==> src/rtl/ctrl_fsm.sv <==
// Multi-cycle sequencing control unit for the accumulator CPU (FETCH/DECODE/EXEC/MEM/IO).
// Optional retire counter output enabled by defining CTRL_RETIRE_CNT_EN.
module ctrl_fsm #(
  parameter int unsigned OP_W  = 4
`ifdef CTRL_RETIRE_CNT_EN
  ,
  parameter int unsigned CNT_W = 16
`endif
) (
  input  logic            clk_i,
  input  logic            rst_i,
  input  logic [OP_W-1:0] op_i,
  input  logic            carry_i,
  input  logic            zero_i,
  input  logic            mem_ack_i,
  input  logic            inp_valid_i,
  input  logic            out_ready_i,
  output logic            mem_req_o,
  output logic            mem_we_o,
  output logic            ir_load_o,
  output logic            pc_inc_o,
  output logic            pc_load_o,
  output logic            acc_load_o,
  output logic            flags_load_o,
  output logic            imm_o,
  output logic            mr_o,
  output logic            mw_o,
  output logic            inp_o,
  output logic            out_o,
  output logic            jmp_o,
  output logic            alu_o,
  output logic            ill_o,
  output logic [2:0]      state_o
`ifdef CTRL_RETIRE_CNT_EN
  ,
  output logic [CNT_W-1:0] retire_cnt_o
`endif
);

  typedef enum logic [2:0] {
    S_FETCH  = 3'd0,
    S_DECODE = 3'd1,
    S_EXEC   = 3'd2,
    S_MEM    = 3'd3,
    S_IO     = 3'd4
  } state_e;

  // brc/brz refine the jmp class so EXEC knows which flag qualifies the branch
  typedef struct packed {
    logic imm;
    logic mr;
    logic mw;
    logic inp;
    logic out;
    logic jmp;
    logic alu;
    logic brc;
    logic brz;
  } cls_t;

  state_e state_q, state_d;
  cls_t   cls_q, cls_d;
  cls_t   dec_cls;
  cls_t   cls_act;
  logic   illegal;

  logic mem_req_c, mem_we_c, ir_load_c, pc_inc_c, pc_load_c;
  logic acc_load_c, flags_load_c, ill_c, retire_c;

  always_ff @(posedge clk_i) begin
    if (rst_i) begin
      state_q <= S_FETCH;
      cls_q   <= '0;
    end else begin
      state_q <= state_d;
      cls_q   <= cls_d;
    end
  end

  // Any set bit above the 4-bit ISA field marks the opcode illegal
  assign illegal = (op_i >> 4) != '0;

  always_comb begin
    dec_cls = '0;
    case (op_i[3:0])
      4'h0:    dec_cls.mr  = 1'b1;
      4'h1:    dec_cls.imm = 1'b1;
      4'h2:    dec_cls.mw  = 1'b1;
      4'h3:    dec_cls.inp = 1'b1;
      4'h4:    dec_cls.out = 1'b1;
      4'h5:    begin dec_cls.jmp = 1'b1; dec_cls.brc = 1'b1; end
      4'h6:    begin dec_cls.jmp = 1'b1; dec_cls.brz = 1'b1; end
      4'h7:    dec_cls.jmp = 1'b1;
      default: dec_cls.alu = 1'b1;
    endcase
  end

  always_comb begin
    state_d      = state_q;
    cls_d        = cls_q;
    mem_req_c    = 1'b0;
    mem_we_c     = 1'b0;
    ir_load_c    = 1'b0;
    pc_inc_c     = 1'b0;
    pc_load_c    = 1'b0;
    acc_load_c   = 1'b0;
    flags_load_c = 1'b0;
    ill_c        = 1'b0;
    retire_c     = 1'b0;
    case (state_q)
      S_FETCH: begin
        mem_req_c = 1'b1;
        cls_d     = '0;
        if (mem_ack_i) begin
          ir_load_c = 1'b1;
          pc_inc_c  = 1'b1;
          state_d   = S_DECODE;
        end
      end
      S_DECODE: begin
        if (illegal) begin
          ill_c   = 1'b1;
          cls_d   = '0;
          state_d = S_FETCH;
        end else begin
          cls_d = dec_cls;
          if (dec_cls.mr || dec_cls.mw)        state_d = S_MEM;
          else if (dec_cls.inp || dec_cls.out) state_d = S_IO;
          else                                 state_d = S_EXEC;
        end
      end
      S_EXEC: begin
        acc_load_c   = cls_q.alu | cls_q.imm;
        flags_load_c = cls_q.alu;
        if (cls_q.jmp)
          pc_load_c = cls_q.brc ? carry_i : (cls_q.brz ? zero_i : 1'b1);
        retire_c = 1'b1;
        state_d  = S_FETCH;
      end
      S_MEM: begin
        mem_req_c = 1'b1;
        mem_we_c  = cls_q.mw;
        if (mem_ack_i) begin
          acc_load_c = cls_q.mr;
          retire_c   = 1'b1;
          state_d    = S_FETCH;
        end
      end
      S_IO: begin
        if (cls_q.inp) begin
          if (inp_valid_i) begin
            acc_load_c = 1'b1;
            retire_c   = 1'b1;
            state_d    = S_FETCH;
          end
        end else if (out_ready_i) begin
          retire_c = 1'b1;
          state_d  = S_FETCH;
        end
      end
      default: state_d = S_FETCH;
    endcase
  end

  // Class selects are only presented while an instruction is executing
  assign cls_act = (state_q == S_EXEC || state_q == S_MEM || state_q == S_IO) ? cls_q : '0;

  assign mem_req_o    = rst_i ? 1'b0 : mem_req_c;
  assign mem_we_o     = rst_i ? 1'b0 : mem_we_c;
  assign ir_load_o    = rst_i ? 1'b0 : ir_load_c;
  assign pc_inc_o     = rst_i ? 1'b0 : pc_inc_c;
  assign pc_load_o    = rst_i ? 1'b0 : pc_load_c;
  assign acc_load_o   = rst_i ? 1'b0 : acc_load_c;
  assign flags_load_o = rst_i ? 1'b0 : flags_load_c;
  assign ill_o        = rst_i ? 1'b0 : ill_c;
  assign imm_o        = rst_i ? 1'b0 : cls_act.imm;
  assign mr_o         = rst_i ? 1'b0 : cls_act.mr;
  assign mw_o         = rst_i ? 1'b0 : cls_act.mw;
  assign inp_o        = rst_i ? 1'b0 : cls_act.inp;
  assign out_o        = rst_i ? 1'b0 : cls_act.out;
  assign jmp_o        = rst_i ? 1'b0 : cls_act.jmp;
  assign alu_o        = rst_i ? 1'b0 : cls_act.alu;
  assign state_o      = rst_i ? 3'd0 : state_q;

`ifdef CTRL_RETIRE_CNT_EN
  logic [CNT_W-1:0] cnt_q, cnt_d;

  assign cnt_d = retire_c ? cnt_q + CNT_W'(1) : cnt_q;

  always_ff @(posedge clk_i) begin
    if (rst_i) cnt_q <= '0;
    else       cnt_q <= cnt_d;
  end

  assign retire_cnt_o = rst_i ? '0 : cnt_q;
`endif

endmodule
==> config.mk <==
export PLATFORM = sky130hd
export DESIGN_NAME = ctrl_fsm
export DESIGN_NICKNAME = d
export VERILOG_FILES = /design/src/rtl/ctrl_fsm.sv
export SDC_FILE = /design/constraint.sdc
export NUM_CORES = 1
export LEC_CHECK = 0
export CORE_MARGIN = 8
export CORE_UTILIZATION = 35
export DETAILED_ROUTE_END_ITERATION = 10
export HOLD_SLACK_MARGIN = 0.08
export PLACE_DENSITY_LB_ADDON = 0.05
export SLEW_MARGIN = 20
export SYNTH_ARGS = -nofsm -noshare
export SYNTH_HDL_FRONTEND = slang
export SYNTH_SLANG_ARGS = --single-unit
==> constraint.sdc <==
create_clock -name clk_i -period 4.8 [get_ports clk_i]
set_clock_uncertainty 0.05 [all_clocks]
set_input_delay 1.2 -clock clk_i [delete_from_list [all_inputs] [get_ports clk_i]]
set_output_delay 1.2 -clock clk_i [all_outputs]
set_load 0.01 [all_outputs]
==> results of run 1 <==
-- layer usage --
layer	track usage	vias to the layer above	wire, um
met5	0	-	0
met4	0.0427	0	16
met3	0.0556	2	206
met2	0.150	24	824
met1	0.117	319	960
li1	-	388	-
-- cell type report --
class,instances,area (sq um),area share
Sequential cell,12,240,0.227
Clock buffer,4,36.3,0.0342
Timing Repair Buffer,28,278,0.262
Tap cell,28,35.0,0.0331
Inverter,1,3.75,0.00354
Multi-Input combinational cell,74,467,0.440
-- worst max-delay path, delay by kind of cell --
family	cells	cell delay, ns
simple gates	1	0.18
buf+inv	2	1.27
compound gates	1	0.41
-- stage by stage --
step,total power [mW],setup WS [ns],utilization
2_1_floorplan,0.135,1.65,-
3_3_place_gp,0.154,0.506,0.476
3_5_place_dp,0.154,0.497,0.476
4_1_cts,0.235,0.488,0.493
5_1_grt,0.245,0.379,0.493
6_report,0.233,0.488,0.493
-- cell families after synthesis --
logic type / share of synthesized area
AND/OR/NAND/NOR: 0.409
buffers and inverters: 0.0828
multiplexers: 0.0130
AO/OA/AOI/OAI: 0.179
flip-flops: 0.312
other: 0.00487
-- synth_stat cells --
cell type,instances,area (sq um)
dfxtp_1,12,240
nor2_1,11,41.3
and2_1,8,50.1
a21oi_1,7,35.0
nand2_1,7,26.3
a22oi_1,4,30.0
nor2b_1,4,25.0
buf_2,3,15.0
nor4_1,3,18.8
o21ai_0,3,15.0
buf_4,2,15.0
buf_6,2,22.5
clkbuf_1,2,7.51
nand2b_1,2,12.5
nand4b_1,2,17.5
nor3_1,2,10.0
nor3b_1,2,15.0
a211o_1,1,8.76
a211oi_1,1,7.51
a21o_1,1,7.51
a21oi_2,1,8.76
a31oi_1,1,6.26
a32o_1,1,10.0
a32oi_1,1,8.76
and3_1,1,6.26
and3b_1,1,8.76
conb_1,1,3.75
inv_1,1,3.75
mux2i_1,1,10.0
nand3b_1,1,7.51
nand4_1,1,6.26
nor4b_2,1,15.0
nor4b_4,1,23.8
nor4bb_1,1,10.0
or2_1,1,6.26
or3_1,1,6.26
or3b_1,1,8.76
-- final timing paths --
path                           startpoint                     to  slack (ns)
setup / recovery                    rst_i                  out_o        0.49
hold / removal      cls_q[0]$_SDFFE_PP0P_  cls_q[0]$_SDFFE_PP0P_        0.41
setup reg to reg  state_q[0]$_SDFFE_PP0P_  cls_q[0]$_SDFFE_PP0P_        3.19
hold reg to reg     cls_q[0]$_SDFFE_PP0P_  cls_q[0]$_SDFFE_PP0P_        0.41
-- layout by cell type (no fill, tap or decap), types with 2 or more instances in the layout --
cell type / count
nand2_1: 7
nand2b_1: 2
nor2_1: 11
nand4b_1: 2
nor3_1: 2
nor3b_1: 2
clkdlybuf4s50_1: 27
a21oi_1: 7
nor4_1: 3
nor2b_1: 4
dfxtp_1: 12
and2_1: 8
clkbuf_4: 3
a22oi_1: 4
o21ai_0: 3
-- flip-flops by register name (all words and copies together), names as in the netlist --
signal,count
state_q,3
cls_q,9
-- report_power, final --
group / internal (mW) / switching [mW]
Clock: 0.0460 / 0.0351
Combinational: 0.0224 / 0.0209
Sequential: 0.102 / 0.00623
==> impl_metrics.toml, run 1 <==
[placed_design]
hpwl_um = 1450
dpl.cell_count = 143
dpl_cell_area_sq_mm = 0.00102
portBuffers = 27
routabilityCongestion = 0.753

[critical_path]
critPathKind = "primary input to primary output"
cp_common_cell = "clkdlybuf4s50_1"
path_max_fanout = 17
crit_slowest_cell = "clkdlybuf4s50_1"
path_cells = "clkdlybuf4s50_1 -> a21oi_2 -> and2_1 -> clkdlybuf4s50_1"
cp_data_arrival_time_ns = 3.06
end_kind = "primary output"
critPathLaunchType = "primary input"
required_ns = 3.55
max_stage_delay_ns = 0.73
worstRegToRegCells = 3

[grt]
grt_pass1_wl_um = 3370
grt_max_degree = 18
grt_pass1_vias = 732
grt_util_all_layers = 0.101
antenna_found_initial = 0
gr-total-overflow = 0

[run]
drv_cap = 0

[floorplan]
boundaryPins = 29
core_area_sq_mm = 0.00215
die_h_um = 62.9
dieArea_sq_mm = 0.00396
rows = 17
fp.dieW_um = 62.9
start_util = 0.359

[clock_network]
cts_repair_resize_count = 0
clkTransAtPathRegs_ns = 0.08
cts_setup_buffers = 0
clkSinkCount = 12
cts_buffers = 3
cts_buffer_depth = 2
clock_latency_ns = 0.27
clock_tree.root_cell = "clkbuf_4"
cts_hold_buf = 0
htreeDepth = 1
cts_tree = "done"

[logic_synthesis]
synth_cell_types = 37
yosysSeqAreaShare = 0.312
syn_area_sq_um = 771
syn_area_per_cell_sq_um = 8.03
ys_warn_count = 0
synth-seq-cells = 12
synth_nets = 107
synth_cells = 96

[timing]
setup_viol = 0
hold_viol = 0
fin_crit_ns = 4.31
tns_ns = 0
fmax_mhz = 232
whs_ns = 0.410
worst_slew_pin_slew_ns = 0.639
finalCritPeriodShare = 0.898
slew_viol_final = 0
slew_headroom = 0.573
rsz0062_at_grt = "no"

[drt]
dr.pass1.iters = 4
antenna_left = 0
drc = 0
wl_per_cell_um = 13.7
wirelength_um = 2010
viasPerCell = 4.99
drtIter0Drc = 17
vias = 733

[hold_path]
hold_depth = 2
holdCritPathClass = "flip-flop to flip-flop"

[cells_and_area]
fin_area_sq_mm = 0.00106
fill_cells = 234
instances_no_fill = 147
drive_above_1_share = 0.0672
finalNetCount = 131
area_growth_pct = 37.5
n_antenna_cell = 0

[run_status]
status = "finished, final reports clean"

[pwr]
power_density_mw_per_mm2 = 220
ir_worst_vdd_uv = 96.5
p_leak_nw = 0.359
Power figures use the tool's default switching activity.
==> inputs of run 2 (changes only) <==
- REMOVE_ABC_BUFFERS: unset -> 1
- SKIP_CTS_REPAIR_TIMING: unset -> 1
==> impl_metrics.toml, run 2 (synthesized netlist as in run 1, its figures left out) <==
[drt]
wl_per_cell_um = 13.9
drc = 0
drtIter0Drc = 15
viasPerCell = 5.20
wirelength_um = 2040
antenna_left = 0
vias = 764
dr.pass1.iters = 4

[critical_path]
critPathBufInv = 3
end_kind = "primary output"
cp_data_arrival_time_ns = 2.91
cp.depth = 6
critPathKind = "primary input to primary output"
crit_slowest_cell = "clkdlybuf4s50_1"
worstRegToRegCells = 3
critPathLaunchType = "primary input"
reg2reg_slack_ns = 3.21
cpLargestDelayFamily = "buffers and inverters"
max_stage_delay_ns = 0.58
path_max_fanout = 13
required_ns = 3.55
path_cells = "clkdlybuf4s50_1 -> buf_4 -> nor2_1 -> o21ai_0 -> a21oi_1 -> clkdlybuf4s50_1"
cp_common_cell = "clkdlybuf4s50_1"

[floorplan]
fp.dieW_um = 62.9
dieArea_sq_mm = 0.00396
rows = 17
core_area_sq_mm = 0.00215
die_h_um = 62.9
start_util = 0.359
boundaryPins = 29

[grt]
grt_max_degree = 18
grt_util_all_layers = 0.108
grt_pass1_wl_um = 3530
antenna_found_initial = 0
grt_pass1_vias = 789
gr-total-overflow = 0

[timing]
worst_slew_pin_slew_ns = 0.540
fin_ws_ns = 0.635
finalCritPeriodShare = 0.868
whs_ns = 0.414
fin_crit_ns = 4.16
slew_viol_final = 0
hold_viol = 0
rsz0062_at_grt = "no"
fmax_mhz = 240
slew_headroom = 0.640
tns_ns = 0
setup_viol = 0

[placed_design]
routabilityCongestion = 0.741
hpwl_um = 1500
portBuffers = 27
dp_slack_ns = 0.612
dpl.cell_count = 143
dpl_cell_area_sq_mm = 0.00102

[run]
drv_cap = 0

[cells_and_area]
postLayoutCoreUtil = 0.493
largest_reg_flops = 9
layout_common_cells = "clkdlybuf4s50_1 (27), dfxtp_1 (12), nor2_1 (11)"
fin_area_sq_mm = 0.00106
layout_commonest_cell = "clkdlybuf4s50_1"
n_antenna_cell = 0
max_flop_register = "cls_q"
area_growth_pct = 37.5
instances_no_fill = 147
finalNetCount = 131
top_regs = "cls_q: 9 flops, state_q: 3 flops"
drive_above_1_share = 0.0672

[clock_network]
clkSinkCount = 12
clkTransAtPathRegs_ns = 0.08
htreeDepth = 1
cts_buffer_depth = 2
cts_buffers = 3
clock_latency_ns = 0.27
cts_tree = "done"
clock_tree.root_cell = "clkbuf_4"

[pwr]
p_leak_nw = 0.359
ir_worst_vdd_uv = 136
power_density_mw_per_mm2 = 222
finalPower_mw = 0.235

[hold_path]
holdCritPathClass = "flip-flop to flip-flop"
hold_depth = 2

[run_status]
status = "finished, final reports clean"
## run 2: routing by layer
metal / track usage / wire (um) / vias to the layer above
met5: 0 / 0 / -
met4: 0.0741 / 31 / 0
met3: 0.0341 / 103 / 4
met2: 0.170 / 958 / 16
met1: 0.121 / 950 / 351
li1: - / - / 393
## run 2: where the power goes
part / switching, mW / internal, mW
registers: 0.00643 / 0.102
logic: 0.0209 / 0.0225
clock network: 0.0370 / 0.0461
## run 2: layout make-up
class,count,area [sq um]
clock buffers,4,36.3
inverters,1,3.75
flip-flops and latches,12,240
multi-input cells,74,467
repair buffers,28,278
fillers,226,1090
well taps,28,35.0
## run 2: worst reg2reg max path, stage by stage, from the launching register on
cell and delay, ns:
dfxtp_1 0.67, nor4b_4 0.51, nand3b_1 0.15, a21oi_1 0.15
## run 2: path summary, 6_finish.rpt
path,start,to
max,rst_i,mem_req_o
min,cls_q[0]$_SDFFE_PP0P_,cls_q[0]$_SDFFE_PP0P_
max reg2reg,state_q[0]$_SDFFE_PP0P_,cls_q[3]$_SDFFE_PP0P_
min reg2reg,cls_q[0]$_SDFFE_PP0P_,cls_q[0]$_SDFFE_PP0P_
